**config.mk**
```make
export PLATFORM = sky130hd
export DESIGN_NAME = fpga_tile_cfg
export DESIGN_NICKNAME = d
export VERILOG_FILES = /design/src/rtl/fpga_tile_cfg.sv
export SDC_FILE = /design/constraint.sdc
export NUM_CORES = 1
export LEC_CHECK = 0
export CAP_MARGIN = 20
export CORE_AREA = 2 2 219 113
export CTS_BUF_LIST = sky130_fd_sc_hd__clkbuf_8
export CTS_CLUSTER_DIAMETER = 80
export CTS_CLUSTER_SIZE = 8
export DETAILED_ROUTE_END_ITERATION = 12
export DIE_AREA = 0 0 221 115
export PLACE_DENSITY_LB_ADDON = 0.12
export SYNTH_ARGS = -nofsm -noshare
export SYNTH_HDL_FRONTEND = slang
export SYNTH_SLANG_ARGS = --single-unit
```
**constraint.sdc**
```tcl
create_clock -name clk -period 4.4 [get_ports clk]
set_input_delay 0.88 -clock clk [delete_from_list [all_inputs] [get_ports clk]]
set_output_delay 0.88 -clock clk [all_outputs]
set_load 0.1 [all_outputs]
```
**src/rtl/fpga_tile_cfg.sv**
```systemverilog
// fpga_tile_cfg: routing tile with N_LE K-input LUT elements and a shadow-buffered serial config chain.
// Ports: clk, rst_n (async, active-low); {north,south,east,west}_{in,out} [W]; cfg_start/valid/data in; cfg_ready/busy/done out.
module fpga_tile_cfg #(
  parameter int W    = 4,
  parameter int K    = 4,
  parameter int N_LE = 2
) (
  input  logic         clk,
  input  logic         rst_n,
  input  logic [W-1:0] north_in,
  input  logic [W-1:0] south_in,
  input  logic [W-1:0] east_in,
  input  logic [W-1:0] west_in,
  output logic [W-1:0] north_out,
  output logic [W-1:0] south_out,
  output logic [W-1:0] east_out,
  output logic [W-1:0] west_out,
  input  logic         cfg_start,
  input  logic         cfg_valid,
  input  logic         cfg_data,
  output logic         cfg_ready,
  output logic         cfg_busy,
  output logic         cfg_done
);

  localparam int NI      = 4 * W;
  localparam int SEL_W   = $clog2(NI);
  localparam int OSEL_W  = (N_LE > 1) ? $clog2(N_LE) : 1;
  localparam int MK      = 1 << K;
  localparam int LE_CFG  = K * SEL_W + MK + 2;
  localparam int OF_W    = 2 + OSEL_W;
  localparam int CFG_LEN = N_LE * LE_CFG + NI * OF_W;
  localparam int CNT_W   = $clog2(CFG_LEN + 1);
  localparam int IP      = 1 << SEL_W;
  localparam int LP      = 1 << OSEL_W;

  typedef enum logic [1:0] {
    IDLE,
    SHIFT,
    COMMIT
  } state_t;

  state_t               state_q, state_d;
  logic [CNT_W-1:0]     cnt;
  logic [CFG_LEN-1:0]   shadow;
  logic [CFG_LEN-1:0]   active;
  logic                 done_q;
  logic                 commit;
  logic                 accept;
  logic                 last;

  logic [NI-1:0]        in_bus;
  logic [IP-1:0]        in_pad;
  logic [NI-1:0]        out_bus;
  logic [N_LE-1:0]      le_out;
  logic [LP-1:0]        le_pad;
  logic [LP-1:0]        le_ok;

  assign accept = cfg_valid & cfg_ready;
  assign last   = (cnt == CNT_W'(CFG_LEN - 1));

  always_ff @(posedge clk or negedge rst_n) begin
    if (!rst_n) state_q <= IDLE;
    else        state_q <= state_d;
  end

  always_comb begin
    state_d = state_q;
    unique case (state_q)
      IDLE:    if (cfg_start) state_d = SHIFT;
      SHIFT:   if (accept && last) state_d = COMMIT;
      COMMIT:  state_d = IDLE;
      default: state_d = IDLE;
    endcase
  end

  always_comb begin
    cfg_ready = (state_q == SHIFT);
    cfg_busy  = (state_q != IDLE);
    commit    = (state_q == COMMIT);
  end

  assign cfg_done = done_q;

  always_ff @(posedge clk or negedge rst_n) begin
    if (!rst_n) begin
      cnt    <= '0;
      shadow <= '0;
      active <= '0;
      done_q <= 1'b0;
    end else begin
      done_q <= commit;
      if (commit) active <= shadow;
      if (accept) begin
        shadow <= {shadow[CFG_LEN-2:0], cfg_data};
        cnt    <= cnt + CNT_W'(1);
      end else if (state_q == IDLE && cfg_start) begin
        cnt <= '0;
      end
    end
  end

  assign in_bus = {west_in, east_in, south_in, north_in};
  // Zero-padded so any select beyond the real inputs reads 0.
  assign in_pad = IP'(in_bus);
  assign le_pad = LP'(le_out);
  assign le_ok  = LP'({N_LE{1'b1}});

  for (genvar i = 0; i < N_LE; i++) begin : g_le
    localparam int B = i * LE_CFG;
    logic [K-1:0]  lin;
    logic [MK-1:0] mask;
    logic          use_ff;
    logic          lut;
    logic          ff_q;

    for (genvar j = 0; j < K; j++) begin : g_in
      assign lin[j] = in_pad[active[B + j * SEL_W +: SEL_W]];
    end

    assign mask   = active[B + K * SEL_W +: MK];
    assign use_ff = active[B + K * SEL_W + MK];
    assign lut    = mask[lin];

    // The commit edge seeds the FF from the incoming config.
    always_ff @(posedge clk or negedge rst_n) begin
      if (!rst_n)      ff_q <= 1'b0;
      else if (commit) ff_q <= shadow[B + K * SEL_W + MK + 1];
      else             ff_q <= lut;
    end

    assign le_out[i] = use_ff ? ff_q : lut;
  end

  for (genvar o = 0; o < NI; o++) begin : g_out
    localparam int OB  = N_LE * LE_CFG + o * OF_W;
    localparam int OPP = ((o / W) ^ 1) * W + (o % W);
    logic [1:0]        mode;
    logic [OSEL_W-1:0] osel;
    logic              ok;
    logic              ob;

    assign mode = active[OB +: 2];
    assign osel = active[OB + 2 +: OSEL_W];
    assign ok   = le_ok[osel];

    always_comb begin
      unique case (1'b1)
        mode == 2'b01: ob = le_pad[osel] & ok;
        mode == 2'b10: ob = in_bus[OPP];
        mode == 2'b11: ob = ~le_pad[osel] & ok;
        default:       ob = 1'b0;
      endcase
    end

    assign out_bus[o] = ob;
  end

  assign north_out = out_bus[0 * W +: W];
  assign south_out = out_bus[1 * W +: W];
  assign east_out  = out_bus[2 * W +: W];
  assign west_out  = out_bus[3 * W +: W];

endmodule
```
[Yosys cells after proc, flatten, opt, wreduce, memory -nomap -nowiden]
Index checks and enable logic that the tools add are counted.
Word-level totals
  bits in read-only memories: 0
  latch bits: 0
  input port bits: 21
  RAM bits: 0
  logic and storage cells: 235
  output and inout bits: 19
  memories: 0
  flip-flop bits (word level): 244
Operators by class
  div/mod/pow operators: 0
  equal/unequal tests: 53
  mux-type cells: 93
  $lt $le $gt $ge: 26
  multipliers: 0
  shifts and indexed selects: 0
  reduce and logical (&&, ||, !) cells: 6
  add/sub/neg operators: 1
  bitwise operators: 49
Operators with widths (number)
  2-bit equality test, second input constant: 33
  1-bit 2-to-1 mux: 62
  4-bit by 5-bit < comparator with 1-bit output, second input constant: 10
  1-bit case mux with 3 select lines: 16
  1-bit binary-select mux with 4-bit select: 10
  2-bit by 1-bit equality test with 1-bit output, second input constant: 17
  1-bit bitwise AND: 33
  1-bit by 2-bit < comparator with 1-bit output, second input constant: 16
  1-bit NOT: 16
  7-bit 2-to-1 mux: 2
  7-bit by 1-bit adder with 7-bit output, second input constant: 1
  7-bit equality test, second input constant: 1
  2-bit 2-to-1 mux: 2
  2-bit case mux with 2 select lines: 1
  2-bit nonzero test: 2
  1-bit logical AND: 2
  2-bit logical NOT: 1
  2-bit by 1-bit inequality test with 1-bit output, second input constant: 1
  2-bit inequality test, second input constant: 1
  2-bit AND reduction: 1

[Logic depth before layout (Yosys ltp)]
Gate-level depths: netlist (run 1).
  word-level depth: 10
  gate-level depth with buffers: 11
  depth with buffers taken out: 9

[Worst setup path after synthesis (run 1)]
No wires, ideal clock.
  kind: input port to output port
  start point: input east_in[3]
  end point: output east_out[0]
  slack: 0.149 ns
  cell stages on the path: 11
  path buffers: 2
  arrival: 3.371 ns
  data required time: 3.520 ns
  cells stage by stage: mux4_2 -> a22oi_2 -> nand2_2 -> mux2_1 -> a22oi_1 -> a41oi_2 -> mux2i_4 -> buf_4 -> xor2_1 -> o211ai_1 -> buf_4
Between the ends
  word-level cells in the longest chain between the ends: 10
  elaborated cells on any way between the ends: 28
  those cells by class: mux: 25; bitwise: 3
Ends and longest elaborated chain
  from (decl): RTL line 12  | input logic [W-1:0] east_in,
  1-bit binary-select mux with 4-bit select: RTL line 118  | assign lin[j] = in_pad[active[B + j * SEL_W +: SEL_W]];
  1-bit 2-to-1 mux (not written as such): RTL line 118
  1-bit binary-select mux with 4-bit select: RTL line 123  | assign lut = mask[lin];
  1-bit 2-to-1 mux (not written as such): RTL line 123
  1-bit 2-to-1 mux: RTL line 132  | assign le_out[i] = use_ff ? ff_q : lut;
  1-bit 2-to-1 mux (not written as such) (*) (2 in a row): RTL line 149, 151
  1-bit NOT: RTL line 151  | mode == 2'b11: ob = ~le_pad[osel] & ok;
  1-bit bitwise AND: RTL line 151
  1-bit case mux with 3 select lines (*): RTL line 148  | unique case (1'b1)
  to (decl): RTL line 16  | output logic [W-1:0] east_out,
Every way passes the cells marked *; elsewhere a longest branch is shown, timed or not. The select of a mux whose other input is x is not followed.

[Worst setup path in the final report (run 1)]
  start point: input north_in[3]
  end point: output west_out[3]
Between the ends
  word-level cells in the longest chain between the ends: 10
  elaborated cells on any way between the ends: 28
  those cells by class: mux: 25; bitwise: 3
Ends and longest elaborated chain
  from (decl): RTL line 10  | input logic [W-1:0] north_in,
  1-bit binary-select mux with 4-bit select: RTL line 118
  1-bit 2-to-1 mux (not written as such): RTL line 118
  1-bit binary-select mux with 4-bit select: RTL line 123
  1-bit 2-to-1 mux (not written as such): RTL line 123
  1-bit 2-to-1 mux: RTL line 132
  1-bit 2-to-1 mux (not written as such) (*) (2 in a row): RTL line 149, 151
  1-bit NOT: RTL line 151
  1-bit bitwise AND: RTL line 151
  1-bit case mux with 3 select lines (*): RTL line 148
  to (decl): RTL line 17  | output logic [W-1:0] west_out,
Marked as above.

==> results.json, run 1 <==
{
  "outcome": "finished with violations",
  "violations": "setup timing",
  "dpl_cell_area_um2": 13100,
  "portBuffers": 39,
  "numCtsBuffers": 36,
  "synth_nets": 1119,
  "die_w_um": 221,
  "required_ps": 3520,
  "post-place-ws_ps": -858,
  "ctsRootBufferMaster": "clkbuf_8",
  "met3_usage_pct": 5.01,
  "antennaDiodeCount": 0,
  "drc": 0,
  "synth_fa_ha_area_share_pct": 0.106,
  "finalHoldViolations": 0,
  "drt-wirelength-per-cell_um": 18.9,
  "power_density_nw_per_um2": 304,
  "worstPathArrival_ps": 3920,
  "final_common_cell": "nand2_1",
  "peakVddDrop_v": 0.000254,
  "drtPass1Iterations": 7,
  "num_rows": 40,
  "rsz0062_at_grt": "yes",
  "skew_ps": 17.7,
  "path_class": "in -> out",
  "dr.first_iter.drc_count": 719,
  "clk_latency_ps": 530,
  "slew_viol_final": 0,
  "gp_congestion": 0.835,
  "yosysUniqueCellTypes": 47,
  "final_cell_mix": "376 x nand2_1, 237 x dfrtp_1, 117 x mux2_2",
  "maxCapViolCount": 0,
  "gr-usage-all-layers_pct": 23.0,
  "crit_chain": "buf_8 -> buf_8 -> mux4_2 -> mux4_2 -> and2_4 -> nand3_2 -> a41oi_2 -> a41oi_4 -> mux2i_4 -> buf_12 -> clkbuf_16 -> xor2_1 -> o211ai_1 -> buf_4 -> buf_12",
  "start_kind": "primary input",
  "period_share_pct": 109,
  "crit_slowest_cell": "mux4_2",
  "whs_ps": 404,
  "r2r_start": "active[38]",
  "clock.fmax_ghz": 0.208,
  "clkSinkCount": 242,
  "setup_tns_ps": -5790,
  "clockBufferDepth": 3,
  "clk_pin_slew_ps": 70,
  "area_delta_synth_final_pct": 20.1,
  "async_flop_share_pct": 100,
  "synth_compound_area_share_pct": 6.66,
  "setup_viol": 16,
  "relSlewSlack_pct": 33.7,
  "yosysSeqAreaShare_pct": 51.3,
  "finalCriticalPeriod_ps": 4800,
  "yosys-mux-area-fraction_pct": 20.2,
  "synth_top_family_by_area": "multiplexers",
  "coreArea_um2": 23600,
  "grt_max_degree": 125,
  "dieArea_um2": 25400,
  "overflow": 0,
  "ys.flop_type": "dfrtp_1",
  "avgSynthCellArea_um2": 10.8,
  "htreeDepth": 2,
  "routed_wl_mm": 28.6,
  "yosys_warnings": 0,
  "utilization_pct": 60.2,
  "antenna_found_initial": 0,
  "dr_total_vias": 8339,
  "drive_gt1_share_pct": 30.2,
  "nNetsFinal": 1219,
  "worst_pin_slew_ps": 995,
  "drtAntennaViolNets": 0,
  "stdcell_area_um2": 14200,
  "cts_tree": "done",
  "path_max_fanout": 8,
  "synth_xor_xnor_area_share_pct": 1.33,
  "synth-simple-area-share_pct": 17.6,
  "drt-vias-per-instance": 5.52,
  "synth_edf_count": 0,
  "nFillCells": 1972,
  "grt.busiest_layer": "met1",
  "start_util_pct": 50.1,
  "grt_pass1_vias": 8064,
  "grt_use_met2_pct": 31.3,
  "yosys_register_bits": 242,
  "grt_first_pass_wirelength_mm": 46.3,
  "use_met1_pct": 37.3,
  "setup_ws_ps": -403,
  "place.detailed.hpwl_mm": 17.3,
  "synth_cells": 1097,
  "pin_count": 40,
  "die_h_um": 115,
  "hold_buffers": 0,
  "critPathLaunch": "north_in[3]",
  "syn-cell-area_um2": 11800,
  "max_stage_delay_ps": 570,
  "hp-class": "in -> async",
  "p_leak_nw": 6.91,
  "setup.worst_path.end_class": "output pin"
}
[flip-flops by register name (all words and copies together) (netlist names)]
name	cells
active	114
shadow	116
cnt	7
state_q	2
g_le.ff_q	2
cfg_done	1
[per-layer routing]
layer | share of wire, % | wire, um
met1 | 51 | 14700
met3 | 6.5 | 1850
met4 | 1.1 | 320
met2 | 41 | 11800
met5 | 0 | 0
[final timing paths]
check	to	slack [ps]	cells past startpoint
max in group asynchronous	shadow[106]	3090	2
worst max register to register	g_le[1].ff_q	1760	7
min in group clk	shadow[63]	480	2
worst min register to register	shadow[63]	480	2
worst min-delay path	shadow[90]	400	1
worst max-delay path	west_out[3]	-400	15
[worst max-delay path: cells and delay by family]
family                    cells  cell delay [ps]
AOI/OAI and AO/OA             3              540
muxes                         3             1190
buffers and inverters         6              880
and+or+nand+nor               2              280
xor gates and xnor gates      1              140
[stage by stage]
step	std cells	power [mW]
floorplan	1097	2.53
global placement	1452	2.71
detailed placement	1452	2.72
CTS	1503	4.33
global route	1512	4.52
finish	1512	4.31
[report_power, final]
group	internal (mW)	switching, mW	total (mW)
logic	0.168	0.212	0.381
clock network	0.749	0.823	1.57
registers	2.30	0.0601	2.36
[what timing repair did]
action                     in CTS  in global routing
setup buffers                   9                 10
gates cloned                    5                  1
setup endpoints to repair      16                 16
pin swaps                      11                 19
gates resized for setup       111                 64
[kinds of logic (layout without fill, tap and decap cells)]
kind of cell | count (synthesis) | count (layout)
simple gates | 486 | 486
flops | 242 | 242
mux | 172 | 172
compound gates | 110 | 111
buf+inv | 68 | 167
xor+xnor | 18 | 18
fa+ha+maj | 1 | 1
[cell type report]
type                            count  area (um^2)  share of cell area [%]
Clock buffer                       37          509                    3.59
Clock inverter                      1         8.76                  0.0617
Multi-Input combinational cell    788         5610                    39.5
Timing Repair Buffer              125         1590                    11.2
Sequential cell                   242         6060                    42.7
Inverter                            4         15.0                   0.106
Tap cell                          315          394                    2.78
[Yosys cell counts, types with 9 or more instances]
master    instances  share of area [%]
nand2_1         378                 12
dfrtp_1         242                 51
mux2_2          117                 11
clkbuf_1         41                1.3
mux4_2           38                7.2
o211ai_1         32                2.0
o21ai_0          30                1.3
nor2_1           24               0.76
and2_1           20                1.1
nand2b_1         19                1.0
buf_4            18                1.1
xor2_1           18                1.3
a21oi_1          17               0.72
and3b_1          17                1.3
mux2i_1          11               0.93
a211oi_2         10                1.1
nand3_1           9               0.38
Note: power is estimated with default switching activity, not from simulation.
==> run 2: changes to the inputs <==
--- a/config.mk
+++ b/config.mk
@@ -9,7 +9,6 @@
 export CORE_AREA = 2 2 219 113
 export CTS_BUF_LIST = sky130_fd_sc_hd__clkbuf_8
 export CTS_CLUSTER_DIAMETER = 80
-export CTS_CLUSTER_SIZE = 8
 export DETAILED_ROUTE_END_ITERATION = 12
 export DIE_AREA = 0 0 221 115
 export PLACE_DENSITY_LB_ADDON = 0.12
==> results.json, run 2 (synthesis gave the netlist of run 1 again) <==
{
  "outcome": "finished with violations",
  "violations": "setup timing",
  "worst_pin_slew_ps": 1000,
  "worstPathArrival_ps": 3900,
  "critPathLaunch": "east_in[2]",
  "p_leak_nw": 6.98,
  "pwr-share-clk_pct": 38.7,
  "peakVddDrop_v": 0.000244,
  "area_delta_synth_final_pct": 20.3,
  "start_util_pct": 50.1,
  "rrSetupSlack_ps": 1770,
  "p_sw_share_pct": 25.8,
  "r2r_start": "active[38]",
  "multi_input_comb_area_um2": 5570,
  "maxCapViolCount": 0,
  "coreArea_um2": 23600,
  "setup_ws_ps": -379,
  "seq_power_share_pct": 53.0,
  "overflow": 0,
  "path_max_fanout": 6,
  "worst_r2r_path_depth": 7,
  "clock.fmax_ghz": 0.209,
  "routed_wl_mm": 28.2,
  "period_share_pct": 109,
  "hp-class": "in -> async",
  "finalCriticalPeriod_ps": 4780,
  "drc": 0,
  "dpl_cell_area_um2": 13100,
  "grt_max_degree": 125,
  "dieArea_um2": 25400,
  "final_cell_mix": "377 x nand2_1, 235 x dfrtp_1, 117 x mux2_2",
  "power.switching_mw": 1.14,
  "antennaDiodeCount": 0,
  "pin_count": 40,
  "nNetsFinal": 1216,
  "clk_pin_slew_ps": 60,
  "p_int_mw": 3.30,
  "die_w_um": 221,
  "path_class": "in -> out",
  "ctsRootBufferMaster": "clkbuf_8",
  "relSlewSlack_pct": 33.2,
  "drt-wirelength-per-cell_um": 18.5,
  "required_ps": 3520,
  "gr-usage-all-layers_pct": 22.9,
  "power_frac_comb_pct": 8.3,
  "drtPass1Iterations": 9,
  "finalHoldViolations": 0,
  "register_area_um2": 6060,
  "drive_gt1_share_pct": 29.7,
  "final_common_cell": "nand2_1",
  "htreeDepth": 2,
  "skew_ps": 13.4,
  "setup_viol": 16,
  "die_h_um": 115,
  "start_kind": "primary input",
  "place.detailed.hpwl_mm": 17.3,
  "grt_first_pass_wirelength_mm": 45.9,
  "drtAntennaViolNets": 0,
  "nFillCells": 1971,
  "rsz0062_at_grt": "yes",
  "setup.worst_path.end_class": "output pin",
  "numCtsBuffers": 36,
  "dr.first_iter.drc_count": 766,
  "hold_buffers": 0,
  "largest_reg_flops": 116,
  "antenna_found_initial": 0,
  "total_power_mw": 4.44,
  "stdcell_area_um2": 14200,
  "grt_pass1_vias": 8016,
  "power_density_nw_per_um2": 313,
  "gp_congestion": 0.835,
  "max_flop_register": "shadow",
  "portBuffers": 39,
  "drt-vias-per-instance": 5.48,
  "slew_viol_final": 0,
  "r2r_end": "g_le[1].ff_q",
  "cts_tree": "done",
  "clockBufferDepth": 3,
  "setup_tns_ps": -5350,
  "num_rows": 40,
  "dr_total_vias": 8372,
  "clk_latency_ps": 530,
  "clkSinkCount": 242,
  "reg.largest.list": "shadow: 116 flops, active: 114 flops, cnt: 7 flops"
}
-- run 2: repair_timing --
action,in CTS,in global routing
setup endpoints to repair,16,16
cloned,5,0
pin swaps,12,20
buffers inserted,9,9
gates resized for setup,112,58
-- run 2: stage by stage --
stage	worst slack [ps]	util (%)	hold WS, ps	std cells
2_1_floorplan	149	-	440	1097
3_3_place_gp	-835	55.4	457	1452
3_5_place_dp	-858	55.4	471	1452
4_1_cts	-389	59.3	476	1523
5_1_grt	-458	60.3	507	1529
6_report	-379	60.3	403	1529
-- run 2: worst max path at each step --
stage	endpoint	slack, ps
final	west_out[3]	-380
after global routing	west_out[0]	-460
after CTS	north_out[3]	-390
after detailed placement	north_out[3]	-860
after global placement	north_out[3]	-830
after floorplan	east_out[0]	150
-- run 2: area by class of cell --
| class | instances | area share (%) |
|---|---|---|
| Tap cell | 315 | 2.77 |
| Timing Repair Buffer | 122 | 10.8 |
| Clock buffer | 41 | 3.97 |
| Sequential cell | 242 | 42.7 |
| Clock inverter | 17 | 0.467 |
| Multi-Input combinational cell | 788 | 39.2 |
| Inverter | 4 | 0.106 |
-- run 2: worst max-delay path: stages --
cell	delay (ps)
buf_12	110
buf_12	130
mux4_2	490
mux2i_4	210
buf_6	130
mux2i_4	60
buf_6	140
mux4_2	410
and4bb_4	250
o21a_4	290
buf_6	130
a211oi_2	200
o211ai_1	110
buf_4	170
buf_12	160
-- run 2: routing by layer --
| metal | GRT usage (%) | routed length (um) | vias to the layer above |
|---|---|---|---|
| li1 | - | - | 3942 |
| met4 | 4.65 | 317 | 0 |
| met3 | 4.88 | 1810 | 33 |
| met1 | 37.0 | 14600 | 4191 |
| met5 | 0 | 0 | - |
| met2 | 31.3 | 11500 | 206 |
-- run 2: power by group through the flow --
stage	registers [mW]	clock network [mW]	logic, mW
after floorplan	2.38	0	0.151
after global placement	2.39	0	0.315
after detailed placement	2.39	0	0.323
after CTS	2.35	1.76	0.355
after global routing	2.36	1.87	0.406
final	2.36	1.72	0.367
